===== src/rtl/instr_fetch.sv =====
// Instruction fetch stage: owns the PC, issues one word read at a time to
// instruction memory, buffers returned words with their PCs, and presents
// the head entry (with pre-sliced decode fields) to ctrl via valid/ready.
module instr_fetch #(
   parameter logic [31:0] RESET_PC   = 32'h0000_0000,
   parameter int          FIFO_DEPTH = 2
) (
   input  logic        clk,
   input  logic        rst,
   output logic        imem_req,
   output logic [31:0] imem_addr,
   input  logic        imem_rvalid,
   input  logic [31:0] imem_rdata,
   input  logic        redirect,
   input  logic [31:0] redirect_pc,
   input  logic        instr_ready,
   output logic        instr_valid,
   output logic [31:0] instr,
   output logic [31:0] instr_pc,
   output logic [4:0]  opcode,
   output logic [2:0]  func3,
   output logic [6:0]  func7,
   output logic        illegal
);

   localparam int PTR_W = (FIFO_DEPTH > 1) ? $clog2(FIFO_DEPTH) : 1;
   localparam int CNT_W = PTR_W + 1;

   typedef enum logic [1:0] {
      S_FETCH = 2'd0,
      S_WAIT  = 2'd1,
      S_DROP  = 2'd2
   } state_t;

   state_t             r_state;
   logic [31:0]        r_pc;
   logic [31:0]        r_req_pc;
   logic [PTR_W-1:0]   r_wr_ptr;
   logic [PTR_W-1:0]   r_rd_ptr;
   logic [CNT_W-1:0]   r_count;
   logic [31:0]        r_buf_instr [FIFO_DEPTH];
   logic [31:0]        r_buf_pc    [FIFO_DEPTH];

   logic               w_empty;
   logic               w_room;
   logic               w_push;
   logic               w_pop;
   logic [31:0]        w_head_instr;
   logic [31:0]        w_head_pc;

   // Only one request is ever outstanding, and requests are only made from
   // FETCH, so occupancy there is simply the buffer count. The full check uses
   // the registered count: a pop this cycle frees a slot for next cycle only.
   assign w_empty = (r_count == '0);
   assign w_room  = (r_count < CNT_W'(FIFO_DEPTH));

   // The strobe is decoded from state so a redirect in the same cycle can
   // suppress it; the address is the registered PC.
   assign imem_req  = !rst && !redirect && (r_state == S_FETCH) && w_room;
   assign imem_addr = r_pc;

   // Redirect beats push and pop; a response seen in DROP or FETCH is stale.
   assign w_push = !rst && !redirect && (r_state == S_WAIT) && imem_rvalid;
   assign w_pop  = !rst && !redirect && !w_empty && instr_ready;

   // Fetch control: PC sequencing, request tracking, stale-response dropping.
   always_ff @(posedge clk) begin
      if (rst) begin
         r_state  <= S_FETCH;
         r_pc     <= {RESET_PC[31:2], 2'b00};
         r_req_pc <= {RESET_PC[31:2], 2'b00};
      end else if (redirect) begin
         r_pc <= {redirect_pc[31:2], 2'b00};
         case (r_state)
            S_FETCH: r_state <= S_FETCH;
            // A response arriving in the redirect cycle settles the debt now;
            // otherwise one response is still owed and must be discarded.
            S_WAIT,
            S_DROP:  r_state <= imem_rvalid ? S_FETCH : S_DROP;
            default: r_state <= S_FETCH;
         endcase
      end else begin
         case (r_state)
            S_FETCH: begin
               if (imem_req) begin
                  r_req_pc <= r_pc;
                  r_pc     <= r_pc + 32'd4;
                  r_state  <= S_WAIT;
               end
            end
            S_WAIT: begin
               if (imem_rvalid) begin
                  r_state <= S_FETCH;
               end
            end
            S_DROP: begin
               if (imem_rvalid) begin
                  r_state <= S_FETCH;
               end
            end
            default: r_state <= S_FETCH;
         endcase
      end
   end

   // Buffer pointers and count; reset and redirect both empty the buffer.
   always_ff @(posedge clk) begin
      if (rst || redirect) begin
         r_wr_ptr <= '0;
         r_rd_ptr <= '0;
         r_count  <= '0;
      end else begin
         if (w_push) begin
            r_wr_ptr <= r_wr_ptr + PTR_W'(1);
         end
         if (w_pop) begin
            r_rd_ptr <= r_rd_ptr + PTR_W'(1);
         end
         case ({w_push, w_pop})
            2'b10:   r_count <= r_count + CNT_W'(1);
            2'b01:   r_count <= r_count - CNT_W'(1);
            default: r_count <= r_count;
         endcase
      end
   end

   // Per-entry storage: each slot captures the returned word and its PC.
   for (genvar gi = 0; gi < FIFO_DEPTH; gi++) begin : g_entry
      // Write this slot when the push targets it.
      always_ff @(posedge clk) begin
         if (w_push && (r_wr_ptr == PTR_W'(gi))) begin
            r_buf_instr[gi] <= imem_rdata;
            r_buf_pc[gi]    <= r_req_pc;
         end
      end
   end

   assign w_head_instr = r_buf_instr[r_rd_ptr];
   assign w_head_pc    = r_buf_pc[r_rd_ptr];

   // Head outputs read zero when empty so stale slot contents never leak.
   assign instr_valid = !w_empty;
   assign instr       = w_empty ? 32'h0 : w_head_instr;
   assign instr_pc    = w_empty ? 32'h0 : w_head_pc;
   assign opcode      = instr[6:2];
   assign func3       = instr[14:12];
   assign func7       = instr[31:25];
   assign illegal     = !w_empty && (instr[1:0] != 2'b11);

endmodule


===== config.mk =====
export PLATFORM = sky130hd
export DESIGN_NAME = instr_fetch
export DESIGN_NICKNAME = d
export VERILOG_FILES = /design/src/rtl/instr_fetch.sv
export SDC_FILE = /design/constraint.sdc
export NUM_CORES = 1
export LEC_CHECK = 0
export CORE_ASPECT_RATIO = 1.1
export CORE_MARGIN = 4
export CORE_UTILIZATION = 23
export CTS_CLUSTER_SIZE = 24
export DETAILED_ROUTE_END_ITERATION = 8
export PLACE_DENSITY = 0.54
export SLEW_MARGIN = 30
export SYNTH_ARGS = -nofsm -noshare
export SYNTH_HDL_FRONTEND = slang
export SYNTH_SLANG_ARGS = --single-unit

===== constraint.sdc =====
create_clock -name clk -period 6.37 [get_ports clk]
set_input_delay 1.274 -clock clk [delete_from_list [all_inputs] [get_ports clk]]
set_output_delay 1.274 -clock clk [all_outputs]
set_load 0.03 [all_outputs]

==> impl_results.md <==
* Status: finished clean
* Mapped cell area at 8039 um^2
* # hold bufs at CTS at 0
* First-pass GRT wire length at 32610 um
* Post-synth EDFFs at 124
* Setup violations, final at 0
* Wire length per cell at 16.77 um
* Synthesized flop and latch total at 191
* CTS root buffer: clkbuf_16
* GR Overflow Total at 0
* Synth area leaders: edfxtp_1, dfxtp_1, mux2i_1, nor2_1, nand2_1
* DRC violations left at 0
* CTS Buffer Depth at 2
* Pin count of the biggest net entering global routing at 59
* WP data required at 5.10 ns
* Tot Pwr at 2.673 mW
* Leading cell types in the layout, fill and taps excluded: clkdlybuf4s50_1, edfxtp_1, nor2_1
* Max Clock Skew at 0.02395 ns
* Netlist cell types at 53
* H-tree Lvls at 4
* Setup CP Type: in2out
* Unrepaired setup endpoints after global routing: no
* Worst path bufs/invs at 4
* Peak supply drop at roughly 190 uV
* Cell count after synthesis at 699
* Final Hold Vio Count at 0
* CTS tree: yes
* Antenna Nets Post-Route at 0
* Final min period at roughly 4.3 ns
* TritonRoute pass-1 iters at 5
* Antenna cell count at 0
* Vias in the first global route at 5536
* Max-cap violations at 0
* Hold Path Depth at 0
* Setup bufs post-CTS at 0
* Detailed Route Iter0 Violations at 335
* Detailed-route vias per instance at approximately 4.4
* Port buffer count at 176
* Worst hold path type: reg2reg
* Commonest non-fill, non-tap cell in the layout: clkdlybuf4s50_1
* Clock Latency Late Sink at 0.44 ns
* Max-slew violations at 0
* Post-Syn Area per Cell at 11.50 um^2
* Critical Path AT at 3.04 ns
* Gpl congestion at 0.7869
* Synth area leader: edfxtp_1
* Post-synth top area share at 46.32%
* Worst r2r src: r_state[1]
* Crit path cell chain: clkdlybuf4s50_1 -> buf_4 -> or4b_4 -> inv_1 -> buf_12
* Max FO, Critical Path at 41
* Share of layout cells above drive strength 1 at 6.512%
* PostCTS Resize Cnt at 0
* Die W at approximately 190 um
* Area growth syn-to-layout at 34.13%
* Ys async rst share at 0%
* Detailed Place HPWL at 15100 um
* Hold Path End: r_buf_pc[0][4]
* Max frequency at between 200 and 250 MHz
* Hold WS at 0.4547 ns
* R2R Path End: imem_addr[7]
* Startpoint types: primary input
* Flop-to-flop setup slack at 3.71 ns
* Core ar. at 34380 um^2
* # IOs at about 180
* Die height at 204.1 um
* Nets at 920
* Initial antenna violation count at 0
* Worst-Margin Slew at about 0.85 ns
* Ys flop type: edfxtp_1
* CP max-delay cell: or4b_4
* Total GRT Usage at between 10% and 20%
* Starting Density at 23.38%
* Yosys synthesis warning count at 0
* Slowest stage delay, CP at 0.76 ns
* Die Footprint at 38010 um^2
* Reg2Reg Depth at 8
* Rows at between 70 and 80
* Final Cycle Share at 67.80%
* Post-route setup TNS at 0 ns
* Crit end category: output pin
* Pleak at 3.444 nW
* Routed Wire Length at 21770 um
* Worst-path clk slew at roughly 0.070 ns
* Worst path top cell family by delay: buffers and inverters
* Post-synthesis sequential area ratio at a little over three fifths
* Final Core Density at a little under a third
* Clk sinks at 191
* Vias after detailed routing at 5773
* Clock buffer count from CTS at 17
* PD cells at 247.9 nW/um^2
* Max-slew headroom at 43.22%
* Min-Delay Startpoint: r_req_pc[4]
[final cells by class]
class	instances	area [um^2]
clock buffer	17	425.4
clock inverter	15	196.4
fill	3479	23600
inverter	17	63.81
multi-input combinational	434	2634
sequential	191	5069
tap	438	548.0
timing repair buffer	186	1847
[Yosys cell counts (3+ instances only)]
library cell  instances
nor3_1               11
nand2_1              73
a311o_1               3
o31ai_1               3
and3_1                6
clkbuf_1             28
or3_1                 4
buf_1                 5
a311oi_1              3
xnor2_1               8
a2111oi_0             3
nor4_1               12
ha_1                  4
and4_1                3
a21oi_1              23
buf_2                 6
o221ai_1              3
edfxtp_1            124
nor2_1               88
mux2i_1              62
and2_1                4
a211oi_1              5
o21ai_0              37
nand4_1              14
a32oi_1               4
a211o_1               3
a31oi_1               8
inv_1                15
buf_4                19
or4_1                 4
dfxtp_1              67
nand3_1              17
[power breakdown]
| part | internal, mW | switching, mW |
|---|---|---|
| Clock | 0.570 | 0.535 |
| Sequential | 1.34 | 0.0363 |
| Combinational | 0.0863 | 0.105 |
| Total | 2.00 | 0.677 |
[how the worst max path moves through the flow]
stage | startpoint | endpoint | slack [ns] | cells past startpoint
4_1_cts | redirect | imem_req | 2.04 | 5
2_1_floorplan | rst | r_buf_instr[0][0] | 1.54 | 4
5_1_grt | r_count[1] | illegal | 1.94 | 5
6_report | redirect | imem_req | 2.05 | 5
3_5_place_dp | redirect | imem_req | 2.04 | 5
3_3_place_gp | redirect | imem_req | 2.05 | 5
[per-layer routing]
layer	routed length [um]	vias up	GRT usage [%]
met2	9709	190	16.47
met5	0	-	0
li1	-	2824	-
met1	10330	2747	15.90
met3	1479	12	2.812
met4	258	0	3.514
[logic make-up (layout without fill, tap and decap cells)]
family | after synthesis | count (layout) | synth area share, %
AO/OA/AOI/OAI | 105 | 105 | 8.281
other | 1 | 4 | 0.04665
multiplexers | 62 | 62 | 7.720
adder cells (fa/ha/maj) | 4 | 4 | 0.6226
XOR/XNOR | 10 | 10 | 1.090
buffers and inverters | 77 | 235 | 4.763
flip-flops | 191 | 191 | 63.00
AND/OR/NAND/NOR | 249 | 249 | 14.47
[registers in the layout, indices dropped and copies added, names as in the netlist, named ones only]
| signal | cells |
|---|---|
| imem_addr | 30 |
| r_buf_instr | 64 |
| r_buf_pc | 60 |
| r_count | 2 |
| r_rd_ptr | 1 |
| r_req_pc | 30 |
| r_state | 2 |
| r_wr_ptr | 1 |
[through the flow]
step,instances,instance area (um^2),setup WS (ns)
2_1_floorplan,702,8050,1.541
3_3_place_gp,1266,10150,2.048
3_5_place_dp,1266,10150,2.035
4_1_cts,1298,10770,2.038
5_1_grt,1298,10780,1.936
6_report,1298,10780,2.051
[worst reg2reg max path, cell delays in order, from the launching register on]
cell	delay [ns]
dfxtp_1	0.31
inv_1	0.09
ha_1	0.27
or4b_4	0.68
inv_1	0.20
buf_4	0.47
nor2_1	0.21
o21ai_0	0.21
a21oi_1	0.09
Note: power is estimated with default switching activity, not from simulation.
